$ cat config.mk
export PLATFORM = sky130hd
export DESIGN_NAME = cpu_io_bridge
export DESIGN_NICKNAME = d
export VERILOG_FILES = /design/src/rtl/cpu_io_pkg.sv /design/src/rtl/cpu_io_res_fifo.sv /design/src/rtl/cpu_io_bridge.sv
export SDC_FILE = /design/constraint.sdc
export NUM_CORES = 1
export LEC_CHECK = 0
export CAP_MARGIN = 20
export CORE_MARGIN = 4
export CORE_UTILIZATION = 50
export DETAILED_ROUTE_END_ITERATION = 6
export DONT_BUFFER_PORTS = 1
export PLACE_DENSITY = 0.71
export SYNTH_ARGS = -nofsm -noshare
export SYNTH_HDL_FRONTEND = slang
export SYNTH_HIERARCHICAL = 1
export SYNTH_SLANG_ARGS = --single-unit
$ cat constraint.sdc
create_clock -name UserCLK -period 10.6 [get_ports UserCLK]
set_input_delay 1.06 -clock UserCLK [delete_from_list [all_inputs] [get_ports UserCLK]]
set_output_delay 1.06 -clock UserCLK [all_outputs]
set_load 0.005 [all_outputs]
$ cat src/rtl/cpu_io_pkg.sv
// Shared constants and types for the CPU_IO tile bridge.
// Beat geometry, OPB_O/RES2_I bit map and TX state encoding.
package cpu_io_pkg;

  localparam int DEF_WIDTH = 32;
  localparam int N4 = DEF_WIDTH / 4;
  localparam int N8 = DEF_WIDTH / 8;

  localparam int OPB_VALID  = 0;
  localparam int OPB_FIRST  = 1;
  localparam int OPB_LAST   = 2;
  localparam int OPB_CREDIT = 3;

  localparam int RES2_VALID = 0;
  localparam int RES2_FIRST = 1;

  typedef enum logic [1:0] {
    TX_IDLE   = 2'd0,
    TX_SEND_A = 2'd1,
    TX_SEND_B = 2'd2
  } tx_state_e;

  function automatic int beats4(input int w);
    return w / 4;
  endfunction

  function automatic int beats8(input int w);
    return w / 8;
  endfunction

endpackage

$ cat src/rtl/cpu_io_res_fifo.sv
// Result word FIFO: registered storage, combinational head read.
// Push and pop in the same cycle are both honoured, even when full.
module cpu_io_res_fifo
  import cpu_io_pkg::*;
#(
  parameter int WIDTH = 32,
  parameter int DEPTH = 2
) (
  input  logic                     clk,
  input  logic                     rst,
  input  logic                     push,
  input  logic [WIDTH-1:0]         wdata,
  input  logic                     pop,
  output logic [WIDTH-1:0]         rdata,
  output logic                     full,
  output logic                     empty,
  output logic [$clog2(DEPTH):0]   count
);

  localparam int AW = $clog2(DEPTH);
  localparam int CW = AW + 1;

  logic [WIDTH-1:0] mem_q [DEPTH];
  logic [WIDTH-1:0] mem_d [DEPTH];
  logic [AW-1:0]    rd_q, rd_d;
  logic [AW-1:0]    wr_q, wr_d;
  logic [CW-1:0]    cnt_q, cnt_d;
  logic             do_push;
  logic             do_pop;

  always_comb begin
    do_pop  = pop && (cnt_q != '0);
    do_push = push && ((cnt_q != CW'(DEPTH)) || do_pop);
    mem_d   = mem_q;
    rd_d    = rd_q;
    wr_d    = wr_q;
    cnt_d   = cnt_q;
    if (do_push) begin
      mem_d[wr_q] = wdata;
      wr_d        = wr_q + 1'b1;
    end
    if (do_pop) begin
      rd_d = rd_q + 1'b1;
    end
    case ({do_push, do_pop})
      2'b10:   cnt_d = cnt_q + 1'b1;
      2'b01:   cnt_d = cnt_q - 1'b1;
      default: cnt_d = cnt_q;
    endcase
  end

  always_ff @(posedge clk or posedge rst) begin
    if (rst) begin
      for (int i = 0; i < DEPTH; i++) begin
        mem_q[i] <= '0;
      end
      rd_q  <= '0;
      wr_q  <= '0;
      cnt_q <= '0;
    end else begin
      mem_q <= mem_d;
      rd_q  <= rd_d;
      wr_q  <= wr_d;
      cnt_q <= cnt_d;
    end
  end

  assign rdata = mem_q[rd_q];
  assign full  = (cnt_q == CW'(DEPTH));
  assign empty = (cnt_q == '0);
  assign count = cnt_q;

endmodule

$ cat src/rtl/cpu_io_bridge.sv
// CPU_IO tile BEL: serialises operand pairs onto OPA_O/OPB_O nibbles
// and reassembles result bytes from RES*_I into a small result FIFO.
module cpu_io_bridge
  import cpu_io_pkg::*;
#(
  parameter int DATA_WIDTH     = 32,
  parameter int RES_FIFO_DEPTH = 2
) (
  input  logic                  UserCLK,
  input  logic                  RST,
  input  logic [DATA_WIDTH-1:0] op_a,
  input  logic [DATA_WIDTH-1:0] op_b,
  input  logic                  op_valid,
  output logic                  op_ready,
  output logic [DATA_WIDTH-1:0] res_data,
  output logic                  res_valid,
  input  logic                  res_ready,
  input  logic                  err_clr,
  output logic [1:0]            rx_err,
  output logic [3:0]            OPA_O,
  output logic [3:0]            OPB_O,
  input  logic [3:0]            RES0_I,
  input  logic [3:0]            RES1_I,
  input  logic [3:0]            RES2_I
);

  localparam int NB4 = beats4(DATA_WIDTH);
  localparam int NB8 = beats8(DATA_WIDTH);
  localparam int BW  = $clog2(2 * NB4);
  localparam int SW  = (NB8 > 1) ? $clog2(NB8) : 1;
  localparam int FCW = $clog2(RES_FIFO_DEPTH) + 1;

  tx_state_e               state_q, state_d;
  logic [2*DATA_WIDTH-1:0] sh_q, sh_d;
  logic [BW-1:0]           beat_q, beat_d;
  logic [3:0]              opa_q, opa_d;
  logic [2:0]              opb_q, opb_d;
  logic                    rdy_q, rdy_d;

  always_comb begin
    state_d = state_q;
    sh_d    = sh_q;
    beat_d  = beat_q;
    opa_d   = opa_q;
    opb_d   = opb_q;
    rdy_d   = rdy_q;
    unique case (state_q)
      TX_IDLE: begin
        rdy_d = 1'b1;
        opa_d = '0;
        opb_d = '0;
        if (op_valid && rdy_q) begin
          sh_d             = {op_b, op_a} >> 4;
          opa_d            = op_a[3:0];
          opb_d[OPB_VALID] = 1'b1;
          opb_d[OPB_FIRST] = 1'b1;
          beat_d           = '0;
          rdy_d            = 1'b0;
          state_d          = TX_SEND_A;
        end
      end
      default: begin
        if (beat_q == BW'(2 * NB4 - 1)) begin
          state_d = TX_IDLE;
          opa_d   = '0;
          opb_d   = '0;
          rdy_d   = 1'b1;
        end else begin
          beat_d           = beat_q + 1'b1;
          opa_d            = sh_q[3:0];
          sh_d             = sh_q >> 4;
          opb_d            = '0;
          opb_d[OPB_VALID] = 1'b1;
          opb_d[OPB_LAST]  = (beat_d == BW'(2 * NB4 - 1));
          state_d = (beat_d >= BW'(NB4)) ? TX_SEND_B : TX_SEND_A;
        end
      end
    endcase
  end

  // Input stage: RES*_I are sampled once before any use.
  logic [7:0] rbyte_q;
  logic       rval_q;
  logic       rfirst_q;
  logic       unused_res2;

  assign unused_res2 = ^RES2_I[3:2];

  logic [SW-1:0]         cnt_q, cnt_d;
  logic                  open_q, open_d;
  logic [DATA_WIDTH-1:0] word_q, word_d;
  logic [1:0]            err_q, err_d;
  logic                  credit_q, credit_d;
  logic [SW-1:0]         slot;
  logic                  store;
  logic                  orphan;
  logic                  push;
  logic                  pop;

  logic [DATA_WIDTH-1:0] fifo_rdata;
  logic                  fifo_full;
  logic                  fifo_empty;
  logic [FCW-1:0]        fifo_count;

  always_comb begin
    word_d = word_q;
    cnt_d  = cnt_q;
    open_d = open_q;
    store  = 1'b0;
    orphan = 1'b0;
    push   = 1'b0;
    slot   = rfirst_q ? '0 : cnt_q;
    if (rval_q) begin
      if (rfirst_q || open_q) begin
        store = 1'b1;
      end else begin
        orphan = 1'b1;
      end
    end
    if (store) begin
      for (int i = 0; i < NB8; i++) begin
        if (slot == SW'(i)) begin
          word_d[8*i +: 8] = rbyte_q;
        end
      end
      if (slot == SW'(NB8 - 1)) begin
        push   = 1'b1;
        open_d = 1'b0;
        cnt_d  = '0;
      end else begin
        open_d = 1'b1;
        cnt_d  = slot + 1'b1;
      end
    end
  end

  assign pop = !fifo_empty && res_ready;

  // A new error wins over a clear landing in the same cycle.
  always_comb begin
    err_d    = err_q & {2{~err_clr}};
    err_d[0] = err_d[0] | orphan;
    err_d[1] = err_d[1] | (push && fifo_full && !pop);
    credit_d = (fifo_count < FCW'(RES_FIFO_DEPTH));
  end

  always_ff @(posedge UserCLK or posedge RST) begin
    if (RST) begin
      state_q  <= TX_IDLE;
      sh_q     <= '0;
      beat_q   <= '0;
      opa_q    <= '0;
      opb_q    <= '0;
      rdy_q    <= 1'b0;
      rbyte_q  <= '0;
      rval_q   <= 1'b0;
      rfirst_q <= 1'b0;
      cnt_q    <= '0;
      open_q   <= 1'b0;
      word_q   <= '0;
      err_q    <= '0;
      credit_q <= 1'b0;
    end else begin
      state_q  <= state_d;
      sh_q     <= sh_d;
      beat_q   <= beat_d;
      opa_q    <= opa_d;
      opb_q    <= opb_d;
      rdy_q    <= rdy_d;
      rbyte_q  <= {RES1_I, RES0_I};
      rval_q   <= RES2_I[RES2_VALID];
      rfirst_q <= RES2_I[RES2_FIRST];
      cnt_q    <= cnt_d;
      open_q   <= open_d;
      word_q   <= word_d;
      err_q    <= err_d;
      credit_q <= credit_d;
    end
  end

  cpu_io_res_fifo #(
    .WIDTH (DATA_WIDTH),
    .DEPTH (RES_FIFO_DEPTH)
  ) u_fifo (
    .clk   (UserCLK),
    .rst   (RST),
    .push  (push),
    .wdata (word_d),
    .pop   (pop),
    .rdata (fifo_rdata),
    .full  (fifo_full),
    .empty (fifo_empty),
    .count (fifo_count)
  );

  assign op_ready  = rdy_q;
  assign OPA_O     = opa_q;
  assign OPB_O     = {credit_q, opb_q};
  assign res_data  = fifo_rdata;
  assign res_valid = !fifo_empty;
  assign rx_err    = err_q;

endmodule

==> After elaboration in Yosys (flattened, before gate mapping) <==
Cells that the tools add are included.
{ "totals": {"reg_bits": 194, "input_bits": 81, "output_inout_bits": 44, "elab_cells": 105} }
{ "classes": {"add_sub_neg": 6, "n_lt_le_gt_ge": 5, "eq_ne": 11, "n_mux": 40, "bitwise_logic": 6, "n_reduce_logical": 18} }
{ "op_table": {"columns": ["op", "count"], "rows": [
  ["2-to-1 mux 64 bit", 3],
  ["2-to-1 mux 32 bit", 5],
  ["bitwise mux 64 bit", 1],
  ["demux 32 bit (select 1 bit)", 1],
  ["2-to-1 mux 8 bit", 4],
  ["2-to-1 mux 4 bit", 6],
  ["2-to-1 mux 2 bit", 7],
  ["2-to-1 mux 1 bit", 10],
  ["equality test 2 bit (second input constant)", 4],
  ["equality test 4 bit (second input constant)", 2],
  ["logical AND 1 bit", 7],
  ["zero test 2 bit", 3],
  ["2-to-1 mux 3 bit", 2],
  ["nonzero test 2 bit", 3],
  ["adder 2 x 1 -> 2 bit (second input constant)", 2],
  ["adder 4 x 1 -> 4 bit (second input constant)", 1],
  ["equality test 2 x 1 -> 1 bit (second input constant)", 2],
  [">= comparator 2 bit (second input constant)", 2],
  [">= comparator 4 bit (second input constant)", 1],
  ["inequality test 2 bit (second input constant)", 2],
  ["inverter 1 -> 2 bit", 2],
  ["one-hot mux 2 bit (2 select lines)", 1],
  ["adder 1 bit (second input constant)", 2],
  ["AND 2 bit", 1],
  ["other kinds (9)", 12]
]} }

==> Longest topological paths before layout <==
{ "depth": {"ltp_word": 8, "ltp_mapped": 10, "ltp_nobuf": 10} }

==> Hierarchy <==
The synthesis kept the hierarchy.
{ "modules_own_cells": {"columns": ["module", "n_inst", "cells_per_inst", "area_each_um2", "seq_area_each_um2"], "rows": [
  ["cpu_io_bridge", 1, 360, 5043.6, 3052.9],
  ["cpu_io_res_fifo", 1, 190, 3041.7, 1701.6]
]} }

==> Worst setup path before layout <==
OpenSTA, ideal clock, no wires.
{ "synth_path": {"kind": "input to register", "from": "input res_ready", "to": "register u_fifo/mem_q[43] (netlist name)", "setup_time_ps": 125, "arrival_ps": 2196, "required_ps": 10475, "path_slack_ps": 8279, "cell_stages": 5, "n_path_buf": 1, "path_cell_list": "nor2b_1 > nor3b_4 > nor3b_4 > buf_6 > mux2_4"} }
{ "synth_between": {"elab_chain_len": 4} }
{ "synth_rtl": {"columns": ["element", "line_no", "text"], "rows": [
  ["from (decl)", "cpu_io_bridge.sv:17", "input logic res_ready,"],
  ["logical AND 1 bit", "cpu_io_bridge.sv:137", "assign pop = !fifo_empty && res_ready;"],
  ["logical AND 1 bit", "cpu_io_res_fifo.sv:32", "do_pop = pop && (cnt_q != '0);"],
  ["logical OR 1 bit", "cpu_io_res_fifo.sv:33", "do_push = push && ((cnt_q != CW'(DEPTH)) || do_pop);"],
  ["logical AND 1 bit", "cpu_io_res_fifo.sv:33", null],
  ["to (signal assigned)", "cpu_io_res_fifo.sv:61", "mem_q <= mem_d;"],
  ["to (decl)", "cpu_io_res_fifo.sv:23", "logic [WIDTH-1:0] mem_q [DEPTH];"]
]} }
No other way between the ends.
A chain may end at the register's enable or synchronous reset.

==> Final worst setup path <==
{ "layout_path": {"from": "register rfirst_q", "to": "register u_fifo/mem_q[40] (netlist name)"} }
{ "layout_between": {"elab_chain_len": 5, "word_cells_on_any_way": 12, "cone_classes": "eq/ne: 2; mux: 8; reduce/logical: 2"} }
{ "layout_rtl": {"columns": ["element", "line_no", "text"], "rows": [
  ["from (decl)", "cpu_io_bridge.sv:84", "logic rfirst_q;"],
  ["from (signal assigned)", "cpu_io_bridge.sv:172", "rfirst_q <= RES2_I[RES2_FIRST];"],
  ["2-to-1 mux 2 bit or logical OR 1 bit (tied branches)", "cpu_io_bridge.sv:112, cpu_io_bridge.sv:114", null],
  ["equality test 2 bit or 2-to-1 mux 1 bit (tied branches)", "cpu_io_bridge.sv:126, cpu_io_bridge.sv:114", null],
  ["2-to-1 mux 1 bit (on tied branches)", "cpu_io_bridge.sv:126, cpu_io_bridge.sv:113", null],
  ["2-to-1 mux 1 bit *", "cpu_io_bridge.sv:120", "if (store) begin"],
  ["via push", "cpu_io_bridge.sv:97", "logic push;"],
  ["logical AND 1 bit *", "cpu_io_res_fifo.sv:33", null]
]} }
The timed path passes the listed nets; every way through them passes the cells marked *.

==> metrics.yaml <==
fin_nets: 631
ant_nets: 0
setup_violations: 0
maxSlewHeadroom: 0.406
final_common_cell: "dfrtp_1"
post_cts_resized: 0
hold_class: "reg2reg"
cp_max_fo: 32
required_ns: 10.90
synth_area_leaders: "dfrtp_1 59%, mux2_2 15%, o221a_1 7.7%"
post-route-period-util: 0.255
grt_max_degree: 69
cts_tree: "done"
dr.pass1.iters: 4
holdCritStartpoint: "u_fifo/mem_q[22]"
grt_antenna_before_repair: 7
critPathBufInv: 3
cts_setup_buffers: 0
crit_chain: "nand2b_1, inv_1, ha_1, o211ai_2, inv_1, nor3b_4, buf_4, mux2_2"
synth_seq_cells: 190
fin_setup_tns_ns: 0
multi_input_area_sq_um: 3020
vias: 4381
via_per_inst: 5.65
die_y_microns: 135
drtIter0Drc: 263
hold_end: "u_fifo/mem_q[22]"
fillCellCount: 1313
cp_common_cell: "inv_1"
slew_viol_final: 0
track_usage: 0.180
cts.sinks: 190
regArea_sq_um: 4750
core_area_sq_um: 15900
worst_pin_slew_ns: 0.891
power_leakage_nw: 3.75
layout_common_cells: "190 x dfrtp_1, 106 x mux2_2, 55 x o221a_1, 52 x nand2b_1, 17 x clkbuf_16"
die_w_microns: 135
slowest_stage: "buf_4"
dp_hpwl_microns: 10000
path_clk_slew_ns: 0.06
min_period_ns: 2.70
max_stage_delay_ns: 0.48
r2r_cells: 8
path_class: "reg2reg"
worstReg2RegEnd: "u_fifo/mem_q[40]"
pwr_density_cell_nw_per_um2: 309
status: "completed"
num_rows: 46
fmax_mhz: 370
synth_cells: 550
clk-insertion-delay-late_ns: 0.43
hold_violations: 0
rsz0062_at_grt: "no"
die_area_sq_um: 18300
cp-end-kind: "flip-flop"
grt_pass1_vias: 4777
numCtsBuffers: 17
cp-start-kind: "flip-flop"
synth_cell_type_count: 40
wl_per_cell_microns: 20.0
synth_top_area_share: 0.588
yosys_warnings: 6
ctsHoldBuffers: 0
io_buffers: 0
h-tree-depth: 4
seq_area_frac_synth: 0.588
io_pins: 125
route.detailed.drc: 0
wl_microns: 15500
grt_pass1_wl_microns: 25600
cpLargestDelayFamily: "buffers and inverters"
overflow: 0
root_buffer: "clkbuf_16"
fin_total_pwr_w: 0.00270
irDropWorstVdd_mv: 0.134
synth.net_count: 638
globalplace.congestion: 0.814
clock_skew_ns: 0.0105
start_util: 0.509
r2r-start: "rfirst_q"
clock_path_buffers: 2
layout-drive-gt1-share: 0.293
cp.arrival_ns: 3.00
holdPathStages: 1
drv_cap: 0
final_core_util: 0.552
netlist_area_sq_um: 8090
reg2reg_setup_slack_ns: 7.90
area_growth_pct: 8.39
syn_area_per_cell_sq_um: 14.7
synth_top_area_cell: "dfrtp_1"
-- synth_stat cells, drive strengths merged --
cell,count
dfrtp,190
mux2,129
o221a,56
nand2b,52
buf,30
nand2,13
inv,12
o21ai,8
ha,7
nor2,7
or2b,7
xnor2,5
a22o,4
clkbuf,3
o21a,3
a21oi,2
nand3,2
nor2b,2
nor3b,2
o211ai,2
o22ai,2
xor2,2
a21o,1
and2b,1
and3,1
clkinv,1
mux2i,1
nand4bb,1
nor4b,1
o22a,1
o32ai,1
or2,1
-- power breakdown --
group	total [W]	switching, W	internal (W)
registers	0.00122	0.000172	0.00105
clock network	0.000653	0.000272	0.000381
logic	0.000834	0.000397	0.000437
-- state kept, by name, summed over array words and instances, names as in the netlist --
name	cells
u_fifo/mem_q	64
sh_q	60
word_q	32
rbyte_q	8
OPA_O	4
beat_q	4
opb_q	3
cnt_q	2
rx_err	2
state_q	2
u_fifo/count	2
credit_q	1
op_ready	1
open_q	1
rfirst_q	1
rval_q	1
u_fifo/rd_q	1
u_fifo/wr_q	1
-- routing by layer --
metal | global-route usage | routed length (microns) | up-vias
met1 | 0.235 | 6710 | 2263
met2 | 0.280 | 7520 | 102
met5 | 0 | 27 | -
met4 | 0.0655 | 316 | 6
met3 | 0.0609 | 921 | 30
li1 | - | - | 1980
-- stage by stage --
| step | std cells | area (sq um) | worst slack, ns | hold WS [ns] |
|---|---|---|---|---|
| after global routing | 776 | 8760 | 7.72 | 0.514 |
| after global placement | 740 | 8150 | 7.88 | 0.461 |
| after CTS | 772 | 8750 | 7.84 | 0.489 |
| after floorplan | 550 | 8090 | 6.30 | 0.452 |
| final | 776 | 8760 | 7.90 | 0.485 |
| after detailed placement | 740 | 8150 | 7.76 | 0.474 |
-- layout make-up --
class                      instances  area share
clock buffer                      21      0.0514
clock inverter                    11      0.0178
tap                              216      0.0308
timing repair buffer               7     0.00600
multi-input combinational        314       0.344
antenna                            4     0.00114
inverter                          13     0.00600
sequential                       190       0.543
-- worst max-delay path by stage --
stage / startpoint / to / slack, ns / cells past startpoint
finish: rfirst_q / u_fifo/mem_q[40] / 7.90 / 8
global route: rfirst_q / u_fifo/mem_q[41] / 7.72 / 8
CTS: rfirst_q / u_fifo/mem_q[58] / 7.84 / 8
detailed placement: op_valid / sh_q[16] / 7.76 / 4
global placement: op_valid / sh_q[8] / 7.88 / 4
floorplan: RST / OPA_O[0] / 6.30 / 1
-- worst reg2reg max path: cells and delay by family (launching register included) --
family	cells	cell delay (ns)
mux	1	0.41
fa+ha+maj	1	0.18
compound gates	1	0.32
simple gates	2	0.42
flops	1	0.45
buf+inv	3	0.80
-- cell families (layout without fill, tap and decap cells) --
logic type	Yosys count	count (layout)	share of synthesized area
flip-flops	190	190	0.588
multiplexers	130	130	0.186
AND/OR/NAND/NOR	90	90	0.0693
AO/OA/AOI/OAI	80	80	0.0989
buffers and inverters	46	52	0.0398
adder cells (fa/ha/maj)	7	7	0.0108
XOR/XNOR	7	7	0.00758
other	0	4	0
Note: power is estimated with default switching activity, not from simulation.
